$ cat config.mk
export PLATFORM = sky130hd
export DESIGN_NAME = jtag_tap_ctrl
export DESIGN_NICKNAME = d
export VERILOG_FILES = /design/src/rtl/jtag_tap_ctrl.sv
export SDC_FILE = /design/constraint.sdc
export NUM_CORES = 1
export LEC_CHECK = 0
export ABC_AREA = 1
export CORE_ASPECT_RATIO = 0.5
export CORE_UTILIZATION = 57
export CTS_BUF_LIST = sky130_fd_sc_hd__clkbuf_2 sky130_fd_sc_hd__clkbuf_4 sky130_fd_sc_hd__clkbuf_8
export DETAILED_ROUTE_END_ITERATION = 7
export PLACE_DENSITY = 0.78
export SYNTH_ARGS = -nofsm -noshare
export SYNTH_HDL_FRONTEND = slang
export SYNTH_SLANG_ARGS = --single-unit
$ cat constraint.sdc
create_clock -name tck_i -period 3.9 [get_ports tck_i]
set_input_delay 1.17 -clock tck_i [delete_from_list [all_inputs] [get_ports tck_i]]
set_output_delay 1.17 -clock tck_i [all_outputs]
set_load 0.005 [all_outputs]
$ cat src/rtl/jtag_tap_ctrl.sv
// IEEE 1149.1 TAP controller: 16-state FSM, IR, IDCODE/BYPASS DRs and user DR channels.
// Build option JTAG_TAP_LOCK_EN enables the lock_i instruction filter (IDCODE/BYPASS only).
//
// state    | meaning
// TLR      | test-logic-reset, ir forced to IDCODE
// RTI      | run-test/idle
// SEL_DR   | select DR scan
// CAP_DR   | capture DR (IDCODE value / bypass 0)
// SH_DR    | shift DR, tdo from selected DR
// EX1_DR   | exit1 DR
// PAUSE_DR | pause DR
// EX2_DR   | exit2 DR
// UPD_DR   | update DR
// SEL_IR   | select IR scan
// CAP_IR   | capture IR (01 pattern)
// SH_IR    | shift IR
// EX1_IR   | exit1 IR
// PAUSE_IR | pause IR
// EX2_IR   | exit2 IR
// UPD_IR   | update IR, load active instruction
module jtag_tap_ctrl #(
  parameter int unsigned         IR_WIDTH   = 5,
  parameter logic [31:0]         IDCODE_VAL = 32'h1000_0001,
  parameter int unsigned         NUM_USER   = 2,
  parameter logic [IR_WIDTH-1:0] USER_BASE  = IR_WIDTH'(5'h10)
) (
  input  logic                tck_i,
  input  logic                rst_ni,
  input  logic                tms_i,
  input  logic                tdi_i,
  input  logic                lock_i,
  input  logic [NUM_USER-1:0] user_tdo_i,
  output logic                tdo_o,
  output logic                tdo_oe_o,
  output logic                test_logic_reset_o,
  output logic [3:0]          state_o,
  output logic [IR_WIDTH-1:0] ir_o,
  output logic [NUM_USER-1:0] user_sel_o,
  output logic                capture_dr_o,
  output logic                shift_dr_o,
  output logic                update_dr_o
);

  typedef enum logic [3:0] {
    TLR      = 4'hF,
    RTI      = 4'hC,
    SEL_DR   = 4'h7,
    CAP_DR   = 4'h6,
    SH_DR    = 4'h2,
    EX1_DR   = 4'h1,
    PAUSE_DR = 4'h3,
    EX2_DR   = 4'h0,
    UPD_DR   = 4'h5,
    SEL_IR   = 4'h4,
    CAP_IR   = 4'hE,
    SH_IR    = 4'hA,
    EX1_IR   = 4'h9,
    PAUSE_IR = 4'hB,
    EX2_IR   = 4'h8,
    UPD_IR   = 4'hD
  } tap_state_e;

  localparam logic [IR_WIDTH-1:0] OP_BYPASS = '1;
  localparam logic [IR_WIDTH-1:0] OP_IDCODE = IR_WIDTH'(1);

  tap_state_e          state_q;
  logic [IR_WIDTH-1:0] ir_q;
  logic [IR_WIDTH-1:0] ir_sr;
  logic [31:0]         idcode_sr;
  logic                bypass_q;
  logic [NUM_USER-1:0] user_sel;
  logic                sel_idcode;
  logic                sel_user;
  logic                user_tdo;
  logic                lock_act;
  logic [IR_WIDTH-1:0] upd_op;

`ifdef JTAG_TAP_LOCK_EN
  assign lock_act = lock_i;
`else
  logic unused_lock;
  assign unused_lock = lock_i;
  assign lock_act    = 1'b0;
`endif

  always_comb begin
    user_sel = '0;
    user_tdo = 1'b0;
    for (int k = 0; k < int'(NUM_USER); k++) begin
      user_sel[k] = (ir_q == USER_BASE + IR_WIDTH'(k));
      if (user_sel[k]) user_tdo = user_tdo_i[k];
    end
  end

  assign sel_idcode = (ir_q == OP_IDCODE);
  assign sel_user   = |user_sel;
  // While locked only IDCODE and BYPASS may become active.
  assign upd_op     = (lock_act && ir_sr != OP_IDCODE && ir_sr != OP_BYPASS) ? OP_BYPASS : ir_sr;

  always_ff @(posedge tck_i) begin
    if (!rst_ni) begin
      state_q   <= TLR;
      ir_q      <= OP_IDCODE;
      ir_sr     <= '0;
      idcode_sr <= IDCODE_VAL;
      bypass_q  <= 1'b0;
      tdo_o     <= 1'b0;
      tdo_oe_o  <= 1'b0;
    end else begin
      unique case (state_q)
        TLR:      state_q <= tms_i ? TLR    : RTI;
        RTI:      state_q <= tms_i ? SEL_DR : RTI;
        SEL_DR:   state_q <= tms_i ? SEL_IR : CAP_DR;
        CAP_DR:   state_q <= tms_i ? EX1_DR : SH_DR;
        SH_DR:    state_q <= tms_i ? EX1_DR : SH_DR;
        EX1_DR:   state_q <= tms_i ? UPD_DR : PAUSE_DR;
        PAUSE_DR: state_q <= tms_i ? EX2_DR : PAUSE_DR;
        EX2_DR:   state_q <= tms_i ? UPD_DR : SH_DR;
        UPD_DR:   state_q <= tms_i ? SEL_DR : RTI;
        SEL_IR:   state_q <= tms_i ? TLR    : CAP_IR;
        CAP_IR:   state_q <= tms_i ? EX1_IR : SH_IR;
        SH_IR:    state_q <= tms_i ? EX1_IR : SH_IR;
        EX1_IR:   state_q <= tms_i ? UPD_IR : PAUSE_IR;
        PAUSE_IR: state_q <= tms_i ? EX2_IR : PAUSE_IR;
        EX2_IR:   state_q <= tms_i ? UPD_IR : SH_IR;
        UPD_IR:   state_q <= tms_i ? SEL_DR : RTI;
        default:  state_q <= TLR;
      endcase

      tdo_o    <= 1'b0;
      tdo_oe_o <= 1'b0;
      case (state_q)
        CAP_IR: ir_sr <= IR_WIDTH'(2'b01);
        SH_IR: begin
          tdo_o    <= ir_sr[0];
          tdo_oe_o <= 1'b1;
          ir_sr    <= {tdi_i, ir_sr[IR_WIDTH-1:1]};
        end
        CAP_DR: begin
          idcode_sr <= IDCODE_VAL;
          bypass_q  <= 1'b0;
        end
        SH_DR: begin
          tdo_oe_o <= 1'b1;
          if (sel_idcode) begin
            tdo_o     <= idcode_sr[0];
            idcode_sr <= {tdi_i, idcode_sr[31:1]};
          end else if (sel_user) begin
            tdo_o <= user_tdo;
          end else begin
            tdo_o    <= bypass_q;
            bypass_q <= tdi_i;
          end
        end
        default: ;
      endcase

      if (state_q == TLR)              ir_q <= OP_IDCODE;
      else if (state_q == UPD_IR)      ir_q <= upd_op;
      else if (lock_act && sel_user)   ir_q <= OP_BYPASS;
    end
  end

  assign state_o            = state_q;
  assign test_logic_reset_o = (state_q == TLR);
  assign capture_dr_o       = (state_q == CAP_DR);
  assign shift_dr_o         = (state_q == SH_DR);
  assign update_dr_o        = (state_q == UPD_DR);
  assign ir_o               = ir_q;
  assign user_sel_o         = user_sel;

endmodule

==> out/qor.txt <==
Hold Buf Count CTS: 0
crit-path cells: inv_2 > nor2_2 > inv_2 > nor2_8 > clkdlybuf4s50_1
CTS tree: done
Final Util: 69.4%
fin crit period: 2.89 ns
clk buf depth: 2
PnR worst setup slack: 1.01 ns
synthesized net count: 282
die area: 0.00397 mm2
CP delay by family, top: buffers and inverters
fin area: 0.00242 mm2
RePlAce Congestion: 0.888
total CTS buffers: 5
io pins: 24
Comb pwr share: 34.1%
CTS clk-pin slew, worst paths: 0.09 ns
fin crit share: 74.2%
Max VDD drop: 0.511 mV
Multi-input gate area: 978 um2
count of final hold-check violations: 0
1st-iter DRT viols: 122
drt total wl: 3840 um
core region area: 0.00349 mm2
Leak: 1.19 nW
sequential power share: 46.1%
die width: 88.1 um
# Max-Cap Violations: 0
Synth Cell Area: 0.00211 mm2
postcts setup bufs: 0
Buf/Inv on CP: 3
Area Growth Syn to Fin: 14.6%
Max Fclk: 0.346 GHz
Layout Cells excl Fill: 344
Sw Pwr: 0.555 mW
dpl ws: 1.23 ns
count of state elements after synthesis: 49
GRT overflow: 0
Reg area: 981 um2
biggest cell delay along the critical path: 0.51 ns
Unique masters post-synth: 22
Layout Skew: 0.00256 ns
# fillers: 300
Power Density: 626 mW/mm2
clock network fraction of design power: 19.8%
initial antenna violation count: 0
first-pass GRT wire length: 6530 um
yosys warns: 0
DR vias: 1787
Die Y: 45.1 um
placed cells: 336
RSZ-0062 raised after global routing: no
Initial Utilization: 60.5%
Worst Setup Start Kind: flip-flop
DR WL/cell: 11.2 um
M1 GR Usage: 26.9%
post-CTS sizing: 0
worst hold path type: reg2reg
setup TNS: 0 ns
status: completed
worst-skew pair later-pin latency: 0.30 ns
Post-route DRC: 0
Nets: 299
Critical-path top delay cell: clkdlybuf4s50_1
ratio of cells with drive above 1 in the final layout: 8.19%
sequential-to-total area share from yosys stat: 46.4%
routing usage on met2: 36.7%
Slew Viols, Final: 0
Pre-antenna DRT Iters: 4
largest net degree at the start of global routing: 33
measured slew at the worst slew-check pin: 0.747 ns
WS Path Type: reg2out
Max transition margin: 50.0%
gr usage total: 21.9%
Antenna Nets Post-Route: 0
placed instance area: 0.00233 mm2
worst path required time: 2.73 ns
final setup violation count: 0
CP endpoint kind: output port
Synth Area per Inst: 7.68 um2
PortBufs: 22
met3 Use GR: 6.40%
root buffer cell: clkbuf_8
row count: 15
Pint: 0.961 mW
critical path fanouts, max: 8
vias in the first global route: 1560
CP arrival: 1.72 ns
GR peak layer: met2
Clock Sinks: 49
detailed placement HPWL: 2590 um
CTS H-tree lvls: 2
switching part of the total: 36.6%
most used cell, CP: inv_2
Inserted Diodes: 0
Mapped Cells: 275
vias per cell: 5.19
[cell usage after synthesis]
| cell | n | share of area [%] |
|---|---|---|
| nor2_1 | 56 | 9.9 |
| dfxtp_1 | 49 | 46 |
| a21oi_1 | 43 | 10 |
| nand2_1 | 32 | 5.7 |
| o21bai_1 | 29 | 10 |
| inv_1 | 13 | 2.3 |
| nand3_1 | 11 | 2.6 |
| o21ai_0 | 10 | 2.4 |
| inv_2 | 6 | 1.1 |
| buf_2 | 5 | 1.2 |
| clkbuf_1 | 5 | 0.89 |
| buf_6 | 3 | 1.6 |
| nand4_1 | 2 | 0.59 |
| nor2_2 | 2 | 0.59 |
| nor3_1 | 2 | 0.47 |
| a211oi_1 | 1 | 0.36 |
| buf_4 | 1 | 0.36 |
| nand2_2 | 1 | 0.30 |
| nand2_4 | 1 | 0.53 |
| nor2_4 | 1 | 0.53 |
| nor2_8 | 1 | 0.95 |
| o21ai_4 | 1 | 0.77 |
[sequential cells by signal (all words and copies together), names as in the netlist]
name,flops
state_o,4
ir_sr,5
tdo_o,1
ir_o,5
bypass_q,1
tdo_oe_o,1
idcode_sr,32
[path summary, 6_finish.rpt]
| check | startpoint | endpoint | slack, ns | cells past startpoint |
|---|---|---|---|---|
| hold reg to reg | idcode_sr[31] | idcode_sr[31] | 0.47 | 2 |
| hold / removal | idcode_sr[31] | idcode_sr[31] | 0.47 | 2 |
| setup / recovery | state_o[2] | capture_dr_o | 1.01 | 5 |
| setup reg to reg | ir_o[0] | idcode_sr[0] | 2.07 | 6 |
[stage by stage]
stage	hold slack [ns]	total power [mW]
global placement	0.451	1.21
detailed placement	0.458	1.23
floorplan	0.440	1.07
finish	0.467	1.52
global route	0.505	1.63
CTS	0.471	1.53
[cell families after synthesis]
logic type / share of synthesized area [%]
buffers and inverters: 7.40
AOI/OAI and AO/OA: 24.0
and+or+nand+nor: 22.2
DFF: 46.4
[cell type report]
class	count	share of cell area, %
Timing Repair Buffer	24	9.72
Sequential cell	49	40.5
Clock inverter	2	0.620
Tap cell	51	2.64
Clock buffer	6	3.15
Multi-Input combinational cell	193	40.4
Inverter	19	2.95
[cell usage in the layout (no fill, tap or decap)]
master / synthesis / final
a211oi_1: 1 / 1
a21oi_1: 43 / 43
buf_4: 1 / 2
clkbuf_4: 0 / 1
clkbuf_8: 0 / 5
clkdlybuf4s50_1: 0 / 22
clkinvlp_4: 0 / 2
dfxtp_1: 49 / 49
inv_1: 13 / 13
inv_2: 6 / 6
nand2_1: 32 / 32
nand2_2: 1 / 1
nand2_4: 1 / 1
nand3_1: 11 / 11
nand4_1: 2 / 2
nor2_1: 56 / 55
nor2_2: 2 / 3
nor2_4: 1 / 1
nor2_8: 1 / 1
nor3_1: 2 / 2
o21ai_0: 10 / 10
o21ai_4: 1 / 1
o21bai_1: 29 / 29
[layer usage]
layer	share of wire [%]	up-vias
met5	0	-
met1	50	809
met4	0.96	0
met2	45	32
met3	4.1	5
li1	-	941
[worst register-to-register path, cell delays in order (launching register included)]
cell     delay (ns)
dfxtp_1        0.40
inv_2          0.05
nor2_1         0.12
nand3_1        0.22
o21ai_4        0.66
o21ai_0        0.22
nand3_1        0.11
[power by group through the flow]
stage                     Sequential (mW)  Combinational (mW)  Clock, mW
after detailed placement            0.710               0.518          0
final                               0.699               0.516      0.300
after global placement              0.704               0.507          0
after global routing                0.713               0.591      0.325
after floorplan                     0.691               0.375          0
after CTS                           0.699               0.521      0.312
Power figures use the tool's default switching activity.
